[src/rtl/bch_encode_scheduler.sv]
// Round-robin scheduler sharing one BCH(15,5) encoder between N_REQ requesters.
// One transaction in flight; the response is held on rsp_* until rsp_ready.
module bch_encode_scheduler #(
  parameter int N_REQ   = 2,
  parameter int ID_W    = 1,
  parameter int TIMEOUT = 15
) (
  input  logic               clk,
  input  logic               rst,
  input  logic [N_REQ-1:0]   req_valid,
  input  logic [5*N_REQ-1:0] req_data,
  output logic [N_REQ-1:0]   req_ready,
  output logic               enc_start,
  output logic [4:0]         enc_data,
  input  logic [15:0]        enc_code,
  input  logic               enc_ready,
  output logic               rsp_valid,
  input  logic               rsp_ready,
  output logic [ID_W-1:0]    rsp_id,
  output logic [15:0]        rsp_code,
  output logic               rsp_err,
  output logic               busy,
  output logic               timeout_sticky
);

  typedef enum logic [1:0] {S_IDLE, S_START, S_WAIT, S_RESP} state_t;

  state_t          state_q, state_d;
  logic [4:0]      msg_q, msg_d;
  logic [ID_W-1:0] id_q, id_d;
  logic [ID_W-1:0] rr_ptr_q, rr_ptr_d;
  logic [7:0]      wait_cnt_q, wait_cnt_d;
  logic [15:0]     code_q, code_d;
  logic            err_q, err_d;
  logic            sticky_q, sticky_d;

  logic            gnt_vld, lo_vld, hi_vld;
  logic [ID_W-1:0] gnt_id, lo_id, hi_id;

  // Lowest valid index at or above rr_ptr wins; otherwise wrap to the lowest valid index.
  always_comb begin
    lo_vld = 1'b0;
    lo_id  = '0;
    hi_vld = 1'b0;
    hi_id  = '0;
    for (int i = N_REQ - 1; i >= 0; i--) begin
      if (req_valid[i]) begin
        lo_vld = 1'b1;
        lo_id  = ID_W'(i);
        if (ID_W'(i) >= rr_ptr_q) begin
          hi_vld = 1'b1;
          hi_id  = ID_W'(i);
        end
      end
    end
    gnt_vld = lo_vld;
    gnt_id  = hi_vld ? hi_id : lo_id;
  end

  always_comb begin
    state_d    = state_q;
    msg_d      = msg_q;
    id_d       = id_q;
    rr_ptr_d   = rr_ptr_q;
    wait_cnt_d = wait_cnt_q;
    code_d     = code_q;
    err_d      = err_q;
    sticky_d   = sticky_q;
    req_ready  = '0;
    case (state_q)
      S_IDLE: begin
        if (gnt_vld) begin
          for (int i = 0; i < N_REQ; i++) begin
            if (gnt_id == ID_W'(i)) begin
              // Gated by rst so the accept pulse also drops asynchronously.
              req_ready[i] = ~rst;
              msg_d        = req_data[5*i +: 5];
            end
          end
          id_d    = gnt_id;
          state_d = S_START;
        end
      end
      S_START: begin
        wait_cnt_d = '0;
        state_d    = S_WAIT;
      end
      S_WAIT: begin
        if (enc_ready) begin
          code_d  = enc_code;
          err_d   = 1'b0;
          state_d = S_RESP;
        end else if (wait_cnt_q == 8'(TIMEOUT - 1)) begin
          code_d   = '0;
          err_d    = 1'b1;
          sticky_d = 1'b1;
          state_d  = S_RESP;
        end else begin
          wait_cnt_d = wait_cnt_q + 8'd1;
        end
      end
      S_RESP: begin
        if (rsp_ready) begin
          rr_ptr_d = (id_q == ID_W'(N_REQ - 1)) ? '0 : id_q + ID_W'(1);
          state_d  = S_IDLE;
        end
      end
      default: state_d = S_IDLE;
    endcase
  end

  always_ff @(posedge clk or posedge rst) begin
    if (rst) begin
      state_q    <= S_IDLE;
      msg_q      <= '0;
      id_q       <= '0;
      rr_ptr_q   <= '0;
      wait_cnt_q <= '0;
      code_q     <= '0;
      err_q      <= 1'b0;
      sticky_q   <= 1'b0;
    end else begin
      state_q    <= state_d;
      msg_q      <= msg_d;
      id_q       <= id_d;
      rr_ptr_q   <= rr_ptr_d;
      wait_cnt_q <= wait_cnt_d;
      code_q     <= code_d;
      err_q      <= err_d;
      sticky_q   <= sticky_d;
    end
  end

  assign enc_start      = (state_q == S_START);
  assign enc_data       = msg_q;
  assign rsp_valid      = (state_q == S_RESP);
  assign rsp_id         = id_q;
  assign rsp_code       = code_q;
  assign rsp_err        = err_q;
  assign busy           = (state_q != S_IDLE);
  assign timeout_sticky = sticky_q;

endmodule

[config.mk]
export PLATFORM = sky130hd
export DESIGN_NAME = bch_encode_scheduler
export DESIGN_NICKNAME = d
export VERILOG_FILES = /design/src/rtl/bch_encode_scheduler.sv
export SDC_FILE = /design/constraint.sdc
export NUM_CORES = 1
export LEC_CHECK = 0
export CAP_MARGIN = 0
export CORE_ASPECT_RATIO = 1.2
export CORE_MARGIN = 1
export CORE_UTILIZATION = 40
export CTS_BUF_LIST = sky130_fd_sc_hd__clkbuf_4 sky130_fd_sc_hd__clkbuf_8
export DETAILED_ROUTE_END_ITERATION = 10
export PLACE_DENSITY = 0.75
export SETUP_SLACK_MARGIN = 0.05
export SYNTH_ARGS = -nofsm -noshare
export SYNTH_HDL_FRONTEND = slang
export SYNTH_SLANG_ARGS = --single-unit
[constraint.sdc]
create_clock -name clk -period 1.6 [get_ports clk]
set_input_delay 0.24 -clock clk [delete_from_list [all_inputs] [get_ports clk]]
set_output_delay 0.24 -clock clk [all_outputs]
set_load 0.01 [all_outputs]
After elaboration in Yosys (flattened, before gate mapping)
Cells that the tools add are included.
{"block": "word_totals", "ff_bits": 35, "in_bits": 32, "output_inout_bits": 29, "word_cells": 61}
{"block": "op_classes", "addsub": 2, "order_cmp": 2, "eq_ne": 9, "mux": 28, "bitwise": 2, "n_reduce_logical": 10}
{"op": "two-way mux 16 bit", "n": 2}
{"op": "two-way mux 8 bit", "n": 2}
{"op": "one-hot mux 8 bit (2 select lines)", "n": 1}
{"op": "two-way mux 1 bit", "n": 15}
{"op": "two-way mux 2 bit", "n": 6}
{"op": "AND reduction 3 bit", "n": 3}
{"op": "adder 8 x 1 -> 8 bit (second input constant)", "n": 1}
{"op": "equality test 8 x 4 -> 1 bit (second input constant)", "n": 1}
{"op": "one-hot mux 2 bit (4 select lines)", "n": 1}
{"op": "!= test 2 bit (second input constant)", "n": 3}
{"op": "AND reduction 2 bit", "n": 3}
{"op": "nonzero test 2 bit", "n": 3}
{"op": "two-way mux 5 bit", "n": 1}
{"op": "equality test 2 bit (second input constant)", "n": 2}
{"op": "!= test 3 bit (second input constant)", "n": 1}
{"op": "equality test 2 x 1 -> 1 bit (second input constant)", "n": 1}
{"op": ">= comparator 1 bit (first input constant)", "n": 2}
{"op": "logical NOT 2 bit", "n": 1}
{"op": "!= test 2 x 1 -> 1 bit (second input constant)", "n": 1}
{"op": "inverter 1 bit", "n": 2}
{"op": "adder 1 bit (second input constant)", "n": 1}

Logic depth before layout (Yosys ltp)
Gate-level depths: netlist (run 1).
{"block": "depth", "ltp_word": 9, "mapped_depth": 8}

Least setup slack after synthesis (run 1)
Ideal clock, no wire load.
{"block": "synth_timing", "path_type": "register to output", "start": "reg state_q[0]", "end": "out req_ready[0]", "t_arrival_ns": 1.362, "required_ns": 1.360, "slack_ns": -0.002, "stages_incl_launch_ff": 6, "path_buffers": 1, "path_cell_list": "dfrtp_1 inv_1 ha_1 o21ai_0 clkbuf_1 nor3b_1"}
{"block": "synth_via", "elab_chain_len": 2}
{"item": "start: declaration", "line": "28", "text": "state_t state_q, state_d;"}
{"item": "start signal: assignment", "line": "123", "text": "state_q <= state_d;"}
{"item": "logical NOT 2 bit", "line": "70", "text": "case (state_q)"}
{"item": "two-way mux 2 bit", "line": "70"}
{"item": "end: declaration", "line": "12", "text": "output logic [N_REQ-1:0] req_ready,"}
No other way between the ends.

Final worst setup path (run 1)
{"block": "layout_timing", "start": "reg wait_cnt_q[0]", "end": "reg state_q[1]"}
{"block": "layout_via", "elab_chain_len": 3}
{"item": "start: declaration", "line": "32", "text": "logic [7:0] wait_cnt_q, wait_cnt_d;"}
{"item": "start signal: assignment", "line": "127", "text": "wait_cnt_q <= wait_cnt_d;"}
{"item": "equality test 8 x 4 -> 1 bit", "line": "93", "text": "end else if (wait_cnt_q == 8'(TIMEOUT - 1)) begin"}
{"item": "!= test 3 bit (no source line)"}
{"item": "AND reduction 3 bit (no source line)"}
No other way between the ends.
A chain may end at the register's enable or synchronous reset.

==> metrics.md, run 1 <==
| Metric | Value |
|---|---|
| Status | `finished, violations left` |
| Violated checks | `setup timing` |
| CTS tree | `yes` |
| GPL Wtd Cong | `approximately 0.85` |
| Power per cell area | `1633 nW/um^2` |
| DP HPWL | `a little over 3 mm` |
| CTS Buffer Depth | `2` |
| DIE AREA | `4594 sq um` |
| Post-synth EDFFs | `0` |
| Synth Instances | `181` |
| Most numerous cell in the Yosys netlist | `nand2_1` |
| Num rows | `25` |
| Worst Setup End Kind | `flop` |
| Hold_buf cts | `0` |
| Final Setup Violations | `1` |
| Fmax | `0.6137 GHz` |
| GRT Util Overall | `between 10% and 20%` |
| Lkg Pwr | `1.276 nW` |
| Sink Count | `35` |
| First DRT Iteration DRCs | `61` |
| First-pass DRT Iterations | `4` |
| Vias | `about 1.6k` |
| WP data arrival | `1.80 ns` |
| I/O Buffers | `60` |
| Core Region | `4035 sq um` |
| Max-slew headroom | `78.68%` |
| Avg Cell Area, Syn | `about 9.6 sq um` |
| Crit start category | `flop` |
| Largest net degree at the start of global routing | `33` |
| CTS clk-pin slew, worst paths | `0.07 ns` |
| Top cells by area, synth | `dfrtp_1, nand2_1, o21ai_0` |
| #FFs+latches synth | `35` |
| Via/cell ratio | `slightly above 5` |
| R2r startpoint | `wait_cnt_q[0]` |
| Tot Pwr | `between 4 and 5 mW` |
| Post-DR wirelength/cell | `14.06 um` |
| Setup ws final | `-0.02939 ns` |
| Worst vdd ir | `around 1.1 mV` |
| R2r setup slk | `-0.03 ns` |
| Critical path class | `flop to flop` |
| Antenna-violating nets left | `0` |
| Layout cells sized above 1 | `25.83%` |
| Depth of the CTS H-tree | `2` |
| Cell area after synthesis | `roughly 1700 sq um` |
| Post-synth top area cell | `dfrtp_1` |
| Critical Path Start | `wait_cnt_q[0]` |
| Synth unique cells | `41` |
| Worst hold path class | `input port to async pin` |
| Total CTS buffers | `5` |
| Post-synthesis net count | `219` |
| Place WS | `-0.3152 ns` |
| Pins over their slew limit | `0` |
| MaxCap Viol Count | `0` |
| Initial antenna violation count | `0` |
| Sequential-to-total area share from yosys stat | `50.61%` |
| First-pass GRT wire length | `6.348 mm` |
| Initial Utilization | `42.88%` |
| Critical path peak fanout | `4` |
| Vias in the first global route | `1508` |
| Final cycle utilization of the critical path | `101.8%` |
| Die Wd | `62.04 um` |
| Tmin final | `1.629 ns` |
| Synth-to-layout area growth | `64.86%` |
| Clk Tree Root Cell | `clkbuf_8` |
| Post-synth top cells | `nand2_1, dfrtp_1, o21ai_0` |
| DRT Wirelength | `4.570 mm` |
| Total global routing overflow | `0` |
| ANT cells | `0` |
| I/O pin count | `61` |
| Post-synth top area share | `50.61%` |
| Clock Skews | `around 0.0069 ns` |
| WP data required | `1.77 ns` |
| Die Ht | `74.05 um` |
| Post-synthesis async set-or-reset flop share | `100.0%` |
| # DRC | `0` |
| Nets | `308` |
| Final Hold Violating Endpoints | `0` |
| Clock latency at the later pin of the worst-skew pair | `0.29 ns` |
| Ys flop type | `dfrtp_1` |
| Syn. warnings | `0` |
| Slew @ Worst Pin | `between 0.3 and 0.4 ns` |
| RSZ-0062 raised after global routing | `yes` |
per-stage QoR:
| step | cell area (sq um) | std cells | hold slack, ns | utilization (%) | setup TNS [ns] |
|---|---|---|---|---|---|
| after floorplan | 1749 | 181 | 0.3441 | - | 0 |
| after global placement | 2590 | 312 | 0.4390 | 64.19 | -0.7762 |
| after detailed placement | 2590 | 312 | 0.4476 | 64.19 | -1.163 |
| after CTS | 2739 | 321 | 0.3576 | 67.88 | -0.02954 |
| after global routing | 2853 | 325 | 0.4140 | 70.70 | -0.1323 |
| final | 2853 | 325 | 0.3882 | 70.70 | -0.02939 |
path summary, 6_finish.rpt:
| path | end | depth (start not counted) |
|---|---|---|
| setup / recovery | state_q[1] | 6 |
| hold / removal | rsp_id | 3 |
| setup reg to reg | state_q[1] | 6 |
| hold reg to reg | timeout_sticky | 1 |
| max in group asynchronous | wait_cnt_q[2] | 4 |
| min in group clk | timeout_sticky | 1 |
worst max-delay path, cell delays in order, from the launching register on:
cell and delay, ns:
dfrtp_1 0.39, inv_1 0.07, ha_2 0.17, and3_4 0.22, a21oi_4 0.08, a221oi_4 0.27, mux2_4 0.33
flip-flops by register name (all words and copies together), names as in the netlist:
name / flops
enc_data: 5
rr_ptr_q: 1
rsp_code: 16
rsp_err: 1
rsp_id: 1
state_q: 2
timeout_sticky: 1
wait_cnt_q: 8
logic make-up (layout without fill, tap and decap cells):
logic type      after synthesis  count (layout)  share of synthesized area, %
buf+inv                      17             106                         4.193
compound gates               47              47                         18.58
flops                        35              35                         50.61
simple gates                 70              71                         18.51
mux                           6               6                         3.760
fa+ha+maj                     6               6                         4.338
power breakdown:
part | internal [mW] | switching, mW
logic | 1.34 | 1.15
registers | 1.21 | 0.176
clock network | 0.463 | 0.319
total | 3.01 | 1.65
metal layers:
metal	GRT usage (%)	vias up	share of wire, %
li1	-	807	-
met1	21.09	786	40
met2	33.33	51	53
met3	5.739	4	5.2
met4	8.148	0	1.1
met5	0	-	0
layout by cell type (no fill, tap or decap), types with 2 or more instances in the layout:
master and count:
clkdlybuf4s50_1 55, nand2_1 49, dfrtp_1 33, buf_4 23
o21ai_0 20, inv_1 7, mux2i_1 5, clkbuf_8 5
and3_4 3, o21ai_1 3, nor2_1 3, a31oi_1 3
a21o_1 3, buf_6 3, o21ai_2 2, o211ai_1 2
nand4_1 2, nand3_1 2, nor3_1 2, inv_2 2
ha_2 2, ha_1 2, ha_4 2, buf_2 2
buf_12 2, dfrtp_2 2
what timing repair did:
action,in CTS,in global routing
endpoints found under the setup margin,26,28
gates cloned,0,1
resized for setup,23,24
setup buffers,1,3
pin swaps,3,10
area by class of cell:
cell class              instances  area (sq um)
well taps                      54         67.56
fillers                       298          1182
clock buffers                   5         68.82
clock inverters                 3         43.79
repair buffers                 89         845.8
inverters                       9         33.78
flip-flops and latches         35         878.3
multi-input cells             130         914.6
Power figures use the tool's default switching activity.
==> inputs of run 2 (changes only) <==
CAP_MARGIN = default   (was 0)
==> results of run 2 <==
No change in the layout: final DEF, timing and power equal those of run 1.
